==> config.mk <==
export PLATFORM = sky130hd
export DESIGN_NAME = serv_dbg_ctrl
export DESIGN_NICKNAME = d
export VERILOG_FILES = /design/src/rtl/serv_dbg_pkg.sv /design/src/rtl/serv_dbg_bp.sv /design/src/rtl/serv_dbg_ctrl.sv
export SDC_FILE = /design/constraint.sdc
export NUM_CORES = 1
export LEC_CHECK = 0
export ABC_CLOCK_PERIOD_IN_PS = 2300
export CAP_MARGIN = 30
export CORE_UTILIZATION = 40
export DETAILED_ROUTE_END_ITERATION = 7
export DONT_BUFFER_PORTS = 1
export PLACE_DENSITY = 0.58
export SYNTH_ARGS = -nofsm -noshare
export SYNTH_HDL_FRONTEND = slang
export SYNTH_SLANG_ARGS = --single-unit
==> constraint.sdc <==
create_clock -name clk -period 2.3 [get_ports clk]
set_input_delay 0.345 -clock clk [delete_from_list [all_inputs] [get_ports clk]]
set_output_delay 0.345 -clock clk [all_outputs]
set_load 0.05 [all_outputs]
==> src/rtl/serv_dbg_pkg.sv <==
// rtl/serv_dbg_pkg.sv - shared encodings for the SERV debug controller
// Opcodes, FSM states, halt causes, status-word layout and the status packer.
package serv_dbg_pkg;

  typedef enum logic [2:0] {
    ST_RUN      = 3'd0,
    ST_HALT_REQ = 3'd1,
    ST_HALTED   = 3'd2,
    ST_STEP     = 3'd3,
    ST_RST      = 3'd4
  } dbg_state_e;

  typedef enum logic [2:0] {
    OP_STATUS = 3'd0,
    OP_HALT   = 3'd1,
    OP_RESUME = 3'd2,
    OP_STEP   = 3'd3,
    OP_RESET  = 3'd4,
    OP_SET_BP = 3'd5,
    OP_CLR_BP = 3'd6,
    OP_COUNT  = 3'd7
  } dbg_op_e;

  typedef enum logic [1:0] {
    CAUSE_NONE    = 2'd0,
    CAUSE_CMD     = 2'd1,
    CAUSE_BP      = 2'd2,
    CAUSE_TIMEOUT = 2'd3
  } dbg_cause_e;

  localparam int STAT_STATE_LSB = 0;
  localparam int STAT_BP_EN_BIT = 3;
  localparam int STAT_CAUSE_LSB = 4;

  function automatic logic [31:0] status_word(input dbg_state_e st, input logic bp_en,
                                              input dbg_cause_e cause);
    logic [31:0] w;
    w = '0;
    w[STAT_STATE_LSB +: 3] = st;
    w[STAT_BP_EN_BIT]      = bp_en;
    w[STAT_CAUSE_LSB +: 2] = cause;
    return w;
  endfunction

endpackage

==> src/rtl/serv_dbg_bp.sv <==
// rtl/serv_dbg_bp.sv - breakpoint address register and comparator
// Only instantiated when SERV_DBG_BREAKPOINT_EN is defined.
module serv_dbg_bp (
  input  logic        clk,
  input  logic        rst_n,
  input  logic        set,
  input  logic        clr,
  input  logic [31:0] arg,
  input  logic [31:0] adr,
  output logic        bp_en,
  output logic        match
);

  logic [31:0] bp_adr;

  always_ff @(posedge clk or negedge rst_n) begin
    if (!rst_n) begin
      bp_adr <= '0;
      bp_en  <= 1'b0;
    end else if (set) begin
      bp_adr <= arg;
      bp_en  <= 1'b1;
    end else if (clr) begin
      bp_en  <= 1'b0;
    end
  end

  assign match = bp_en && (adr == bp_adr);

endmodule

==> src/rtl/serv_dbg_ctrl.sv <==
// rtl/serv_dbg_ctrl.sv - SERV debug controller: halt/resume/step/reset FSM and fetch counter
// Breakpoint support is built only when SERV_DBG_BREAKPOINT_EN is defined.
module serv_dbg_ctrl #(
  parameter int RESET_CYCLES = 4,
  parameter int HALT_TIMEOUT = 255
) (
  input  logic        clk,
  input  logic        i_rst_n,
  input  logic        i_cmd_valid,
  output logic        o_cmd_ready,
  input  logic [2:0]  i_cmd_op,
  input  logic [31:0] i_cmd_arg,
  output logic        o_rsp_valid,
  output logic [31:0] o_rsp_data,
  input  logic [31:0] i_ibus_adr,
  input  logic        i_ibus_cyc,
  input  logic        i_ibus_ack,
  input  logic        i_dbg_process,
  output logic        o_dbg_halt,
  output logic        o_dbg_reset,
  output logic        o_halted
);
  import serv_dbg_pkg::*;

  localparam int RST_W = (RESET_CYCLES > 1) ? $clog2(RESET_CYCLES) : 1;
  localparam int TMO_W = (HALT_TIMEOUT > 1) ? $clog2(HALT_TIMEOUT) : 1;
  localparam logic [RST_W-1:0] RST_LAST = RST_W'(RESET_CYCLES - 1);
  localparam logic [TMO_W-1:0] TMO_LAST = TMO_W'(HALT_TIMEOUT - 1);

  dbg_state_e       state, state_d, ret_state, ret_state_d;
  dbg_cause_e       cause, cause_d;
  logic [31:0]      fetch_cnt, fetch_cnt_d;
  logic [TMO_W-1:0] tmo_cnt, tmo_cnt_d;
  logic [RST_W-1:0] rst_cnt, rst_cnt_d;
  logic             halt_d, reset_d;
  logic             cmd_set, cmd_clr;
  logic             bp_en, bp_en_nx, bp_match, bp_hit;
  logic [31:0]      rsp_data_d;
  dbg_op_e          op;
  logic             fetch, cmd_acc;

  assign op          = dbg_op_e'(i_cmd_op);
  assign fetch       = i_ibus_cyc && i_ibus_ack;
  assign o_cmd_ready = ((state == ST_RUN) || (state == ST_HALTED)) && !o_rsp_valid;
  assign cmd_acc     = i_cmd_valid && o_cmd_ready;
  assign bp_hit      = (state == ST_RUN) && fetch && bp_match;
  assign o_halted    = (state == ST_HALTED);

`ifdef SERV_DBG_BREAKPOINT_EN
  serv_dbg_bp u_bp (
    .clk   (clk),
    .rst_n (i_rst_n),
    .set   (cmd_set),
    .clr   (cmd_clr),
    .arg   (i_cmd_arg),
    .adr   (i_ibus_adr),
    .bp_en (bp_en),
    .match (bp_match)
  );
  assign bp_en_nx = cmd_set ? 1'b1 : (cmd_clr ? 1'b0 : bp_en);
`else
  logic unused_bp;
  assign bp_en     = 1'b0;
  assign bp_match  = 1'b0;
  assign bp_en_nx  = 1'b0;
  assign unused_bp = ^{i_cmd_arg, i_ibus_adr, cmd_set, cmd_clr, bp_en};
`endif

  always_comb begin
    state_d     = state;
    ret_state_d = ret_state;
    cause_d     = cause;
    halt_d      = o_dbg_halt;
    reset_d     = o_dbg_reset;
    tmo_cnt_d   = tmo_cnt;
    rst_cnt_d   = rst_cnt;
    cmd_set     = 1'b0;
    cmd_clr     = 1'b0;
    fetch_cnt_d = (fetch && state != ST_RST) ? fetch_cnt + 32'd1 : fetch_cnt;

    case (state)
      ST_RUN, ST_HALTED: begin
        // A breakpoint hit overrides whatever command lands in the same cycle.
        if (bp_hit) begin
          state_d   = ST_HALT_REQ;
          halt_d    = 1'b1;
          cause_d   = CAUSE_BP;
          tmo_cnt_d = '0;
        end else if (cmd_acc) begin
          case (op)
            OP_HALT: if (state == ST_RUN) begin
              state_d   = ST_HALT_REQ;
              halt_d    = 1'b1;
              cause_d   = CAUSE_CMD;
              tmo_cnt_d = '0;
            end
            OP_RESUME: if (state == ST_HALTED) begin
              state_d = ST_RUN;
              halt_d  = 1'b0;
              cause_d = CAUSE_NONE;
            end
            OP_STEP: if (state == ST_HALTED) begin
              state_d = ST_STEP;
              halt_d  = 1'b0;
            end
            OP_RESET: begin
              state_d     = ST_RST;
              ret_state_d = state;
              reset_d     = 1'b1;
              rst_cnt_d   = '0;
            end
            OP_SET_BP: cmd_set = 1'b1;
            OP_CLR_BP: cmd_clr = 1'b1;
            default: ;
          endcase
        end
      end
      ST_HALT_REQ: begin
        if (i_dbg_process) begin
          state_d = ST_HALTED;
        end else if (tmo_cnt == TMO_LAST) begin
          state_d = ST_HALTED;
          cause_d = CAUSE_TIMEOUT;
        end else begin
          tmo_cnt_d = tmo_cnt + 1'b1;
        end
      end
      ST_STEP: begin
        if (fetch) begin
          state_d   = ST_HALT_REQ;
          halt_d    = 1'b1;
          tmo_cnt_d = '0;
        end
      end
      ST_RST: begin
        if (rst_cnt == RST_LAST) begin
          state_d     = ret_state;
          reset_d     = 1'b0;
          fetch_cnt_d = '0;
        end else begin
          rst_cnt_d = rst_cnt + 1'b1;
        end
      end
      default: state_d = ST_RUN;
    endcase
  end

  // The response reflects the state as it will be after this edge.
  assign rsp_data_d = (op == OP_COUNT) ? fetch_cnt_d : status_word(state_d, bp_en_nx, cause_d);

  always_ff @(posedge clk or negedge i_rst_n) begin
    if (!i_rst_n) begin
      state       <= ST_RUN;
      ret_state   <= ST_RUN;
      cause       <= CAUSE_NONE;
      fetch_cnt   <= '0;
      tmo_cnt     <= '0;
      rst_cnt     <= '0;
      o_dbg_halt  <= 1'b0;
      o_dbg_reset <= 1'b0;
      o_rsp_valid <= 1'b0;
      o_rsp_data  <= '0;
    end else begin
      state       <= state_d;
      ret_state   <= ret_state_d;
      cause       <= cause_d;
      fetch_cnt   <= fetch_cnt_d;
      tmo_cnt     <= tmo_cnt_d;
      rst_cnt     <= rst_cnt_d;
      o_dbg_halt  <= halt_d;
      o_dbg_reset <= reset_d;
      o_rsp_valid <= cmd_acc;
      if (cmd_acc) o_rsp_data <= rsp_data_d;
    end
  end

endmodule

# After elaboration in Yosys (flattened, before gate mapping)
# Index checks and enable logic that the tools add are counted.
word_totals:
  reg_bits: 85
  latch_bits: 0
  ramBits: 0
  rom_bits: 0
  inputBits: 73
  memories: 0
classes:
  addsub: 3
  multipliers: 0
  div_mod_pow: 0
  n_lt_le_gt_ge: 0
  n_eq_ne: 24
  shifts: 0
  muxes: 42
  n_bitwise: 0
  n_reduce_logical: 17
ops:
  columns: ["cell", "count"]
  rows:
  - ["$mux 32", 4]
  - ["$mux 8", 6]
  - ["$add 32x1->32 const B", 1]
  - ["$mux 3", 8]
  - ["$pmux 3 s4", 2]
  - ["$pmux 8 s3", 1]
  - ["$mux 2", 8]
  - ["$ne 2x2->1 const B", 7]
  - ["$eq 3x2->1 const B", 4]
  - ["$pmux 2 s2", 3]
  - ["$eq 3x3->1 const B", 3]
  - ["$ne 3x3->1 const B", 3]
  - ["$add 8x1->8 const B", 1]
  - ["$eq 8x8->1 const B", 1]
  - ["$reduce_and 4->1", 2]
  - ["$mux 1", 7]
  - ["$reduce_and 7->1", 1]
  - ["$eq 3x1->1 const B", 2]
  - ["$pmux 1 s2", 3]
  - ["$reduce_and 6->1", 1]
  - ["$logic_and 1x1->1", 4]
  - ["$ne 2x1->1 const B", 2]
  - ["$reduce_bool 2->1", 2]
  - ["$reduce_or 2->1", 2]
  - ["8 further kinds", 8]

# Longest topological paths before layout
depth:
  ltp_word: 7
  mapped_depth: 9

# Worst setup path after synthesis
# Ideal clock, no wire load.
synth_timing:
  path_type: "register to register"
  startpoint: "register state[1]"
  endpoint: "register o_rsp_data[1]"
  setup_ns: 0.067
  arrival_ns: 2.441
  setup_slack_ns: -0.209
  path_stages_with_launch: 8
  synth_period_minus_slack_ns: 2.509
  path_cell_list: "dfrtp_1 buf_2 clkbuf_1 nor3b_1 o31ai_1 o211ai_1 nand3_1 nand2_1"
synth_between:
  elab_chain_cells: 7
  elab_cells_between_ends: 25
  cone_classes: "eq/ne (5); mux (14); reduce/logical (6)"
synth_lines:
  columns: ["element", "line_no", "rtl"]
  rows:
  - ["start: declaration", "serv_dbg_ctrl.sv:30", "dbg_state_e state, state_d, ret_state, ret_state_d;"]
  - ["start signal: assignment", "serv_dbg_ctrl.sv:164", "state <= state_d;"]
  - ["$eq 3x2->1 *", null, null]
  - ["named net o_halted", "serv_dbg_ctrl.sv:21", "output logic o_halted"]
  - ["parallel branches: the longest is 4 deep, another holds $pmux 3 s4", null, null]
  - ["$pmux 3 s4 *", "serv_dbg_ctrl.sv:81", "case (state)"]
  - ["named net state_d[1]", "serv_dbg_ctrl.sv:30", null]
  - ["$mux 32 *", "serv_dbg_ctrl.sv:149", "assign rsp_data_d = (op == OP_COUNT) ? fetch_cnt_d : status_word(state_d, bp_en_nx, cause_d);"]
  - ["end signal: assignment", "serv_dbg_ctrl.sv:173", "if (cmd_acc) o_rsp_data <= rsp_data_d;"]
  - ["end: declaration", "serv_dbg_ctrl.sv:14", "output logic [31:0] o_rsp_data,"]
# Mark *: on every way through the listed nets, which the timed path passes.
# A chain may end at the register's enable or synchronous reset.

# Worst setup path after layout
layout_timing:
  startpoint: "register state[0]"
  endpoint: "register tmo_cnt[7]"
layout_between:
  elab_chain_cells: 6
  elab_cells_between_ends: 17
  cone_classes: "eq/ne (9); mux (1); reduce/logical (7)"
layout_lines:
  columns: ["element", "line_no", "rtl"]
  rows:
  - ["$eq 3x2->1 or $logic_not 3->1 (tied branches)", null, null]
  - ["$logic_or 1x1->1 *", "serv_dbg_ctrl.sv:44", "assign o_cmd_ready = ((state == ST_RUN) || (state == ST_HALTED)) && !o_rsp_valid;"]
  - ["$logic_and 1x1->1 *", "serv_dbg_ctrl.sv:44", null]
  - ["$logic_and 1x1->1 *", "serv_dbg_ctrl.sv:45", "assign cmd_acc = i_cmd_valid && o_cmd_ready;"]
  - ["named net cmd_acc", "serv_dbg_ctrl.sv:40", "logic fetch, cmd_acc;"]
  - ["$ne 2x2->1 (no source line) *", null, null]
  - ["$reduce_and 7->1 (no source line) *", null, null]
  - ["end signal: assignment", "serv_dbg_ctrl.sv:168", "tmo_cnt <= tmo_cnt_d;"]
  - ["end: declaration", "serv_dbg_ctrl.sv:33", "logic [TMO_W-1:0] tmo_cnt, tmo_cnt_d;"]
# The timed path passes the listed nets; every way through them passes the cells marked *.

==> impl_results.md <==
- Status: complete, but fails checks
- Failing checks: hold timing
- Setup bufs post-CTS: 0
- Fin cells: 570
- Synth top area cells: dfrtp_1 52%, xor2_1 4.0%, nand2_1 3.7%
- Synth top area share: 0.516
- Crit path time final: 2.18 ns
- Antenna Cells: 0
- Die area: 10700 um^2
- Unrepaired setup endpoints after global routing: no
- Layout cell share with drive strength beyond 1: 0.101
- Pre-antenna DRT Iters: 4
- Library cells used by synthesis: 53
- Post-Place Cells: 554
- EDFF count, synth: 0
- Grt ovf: 0
- XOR/XNOR Fraction of Synth Area: 0.0531
- Setup crit start kind: register
- H-tree depth: 3
- Setup crit end kind: register
- Root Driver: clkbuf_8
- Die Wd: 104 um
- Commonest cells after routing, fill and taps aside: 85 x dfrtp_1, 41 x nand2_1, 36 x nor2_1
- TNS Setup: 0 ns
- Post-Route WL: 9460 um
- Post-synthesis mux area share: 0.0124
- First-iteration detailed-routing DRC count: 132
- Syn Inst Count: 426
- Setup slack, reg-to-reg: 0.12 ns
- Initial Util: 0.418
- Worst VDD drop: 0.000572 V
- Syn-to-layout area delta: 10.7%
- Mapped Avg Cell Area: 9.68 um^2
- Core area: 9860 um^2
- Vias: 3173
- CTS buffer count: 9
- Area leader, netlist: dfrtp_1
- Arrival time worst endpoint: 2.47 ns
- Hold crit path type: input pin to async pin
- PwrDens: 921 nW/um^2
- Fraction of the mapped netlist area in adder cells: 0.0121
- TritonCTS clock tree: built
- Least-Margin Pin Slew: 0.518 ns
- Final #Nets: 509
- DP Wirelength: 6410 um
- Most used routing layer: met2
- Layout Utilization: 0.463
- Worst R2R Start: state[0]
- FF-to-FF path depth: 6
- Final hold violation count: 85
- Row count: 36
- Synth Register Bits: 85
- Post-synthesis sequential area ratio: 0.516
- Met3 GRT Util: 0.0453
- Final setup vio count: 0
- Syn_nets: 503
- # IOs: 110
- Skew final: 0.0160 ns
- Synthesized area: 4120 um^2
- Die H: 104 um
- First-pass GRT wire length: 16200 um
- WL per Instance: 16.6 um
- Highest clock rate: 0.458 GHz
- Vias in the first global route: 3173
- Clk buf depth: 2
- M2 GR Usage: 0.293
- Gr usage total: 0.189
- Worst-Skew Late Latency: 0.37 ns
- Leak: 2.03 nW
- Top FF cell, synth: dfrtp_1
- CP max FO: 12
- Post-CTS sizing: 0
- Hold Slack: -0.331 ns
- Met1 GRT Util: 0.259
- Most common cell after layout, fill and taps aside: dfrtp_1
- Clock sink count: 85
- DR vias/cell: 5.57
- Largest net degree at the start of global routing: 86
- CTS clk-pin slew, worst paths: 0.09 ns
- # DRC: 0
- Routed Antenna Nets: 0
- Tcrit/Tclk final: 0.949
- Reg-to-reg endpoint: tmo_cnt[7]
- Syn. warnings: 0
- Port buffer count: 0
- Gpl congestion: 0.790
- Post-synthesis compound-gate area fraction: 0.139
- MaxCap Viol Count: 0
- Max transition margin: 0.650
- CP Class: register to register
- Asr flop ratio synth: 1.00
- Final Max Slew Viols: 0
- Main combinational cell family by area after synthesis: simple AND/OR/NAND/NOR gates
- Antenna violations before repair: 0
- Worst Path Required: 2.59 ns
- Post-synthesis simple-gate area fraction: 0.230
==> how the worst max path moves through the flow <==
| stage | cells after the start | from | to |
|---|---|---|---|
| detailed placement | 6 | state[0] | tmo_cnt[7] |
| floorplan | 7 | o_rsp_valid | tmo_cnt[4] |
| global route | 6 | state[0] | tmo_cnt[7] |
| finish | 6 | state[0] | tmo_cnt[7] |
| global placement | 6 | state[0] | tmo_cnt[7] |
| CTS | 6 | state[0] | tmo_cnt[7] |
==> cell usage after synthesis, types with 2 or more instances <==
cell type / number
dfrtp_1: 85
nand2_1: 41
nor2_1: 36
o21ai_1: 29
nand3_1: 27
clkbuf_1: 19
xor2_1: 19
a21oi_1: 18
nand4_1: 17
and3_1: 11
o21ai_0: 11
or3_1: 10
or4_1: 10
inv_1: 8
and2_1: 7
o211ai_1: 7
buf_2: 6
xnor2_1: 6
a31oi_1: 4
and4_1: 4
ha_1: 4
mux2i_1: 4
a32oi_1: 3
nor3_1: 3
o31ai_1: 3
a211oi_1: 2
a21o_1: 2
a22oi_1: 2
nor2b_1: 2
nor3b_1: 2
or3b_1: 2
==> logic make-up after synthesis <==
group	after synthesis
adders and majority gates	4
and+or+nand+nor	180
DFF	85
AOI/OAI and AO/OA	91
muxes	5
xor gates and xnor gates	25
buffers and inverters	36
==> metrics by stage <==
step	total power [mW]	setup WS, ns	area (um^2)
floorplan	2.78	0.160	4130
global placement	3.09	0.170	4360
detailed placement	3.11	0.131	4360
CTS	4.24	0.116	4570
global route	4.45	0.0461	4570
finish	4.20	0.116	4570
==> flip-flops by register name, indices dropped and copies added, names as in the netlist <==
name and flops:
o_dbg_reset 1, state 3, cause 2, fetch_cnt 32, ret_state 3, o_rsp_valid 1, o_dbg_halt 1, o_rsp_data 32
rst_cnt 2, tmo_cnt 8
==> worst max-delay path: stages, from the launching register on <==
cell and delay (ns):
dfrtp_1 0.40, or4b_4 0.67, clkinv_4 0.14, a31o_4 0.17
o211ai_4 0.13, or4_1 0.44, a21oi_1 0.16
==> metal layers <==
| metal | part of all wire | wire length, um | up-vias |
|---|---|---|---|
| met5 | 0 | 0 | - |
| met4 | 0.018 | 174 | 0 |
| met3 | 0.047 | 448 | 17 |
| met2 | 0.47 | 4400 | 67 |
| met1 | 0.47 | 4440 | 1550 |
| li1 | - | - | 1539 |
==> power by group <==
group | switching, mW | internal, mW
logic | 0.667 | 0.387
clock network | 0.560 | 0.562
registers | 0.358 | 1.67
total | 1.59 | 2.62
==> area by class of cell <==
class | count | area, um^2
Clock buffer | 11 | 151
Timing Repair Buffer | 22 | 165
Inverter | 9 | 38.8
Multi-Input combinational cell | 305 | 1860
Tap cell | 133 | 166
Fill cell | 939 | 5300
Clock inverter | 5 | 56.3
Sequential cell | 85 | 2130
Power figures use the tool's default switching activity.
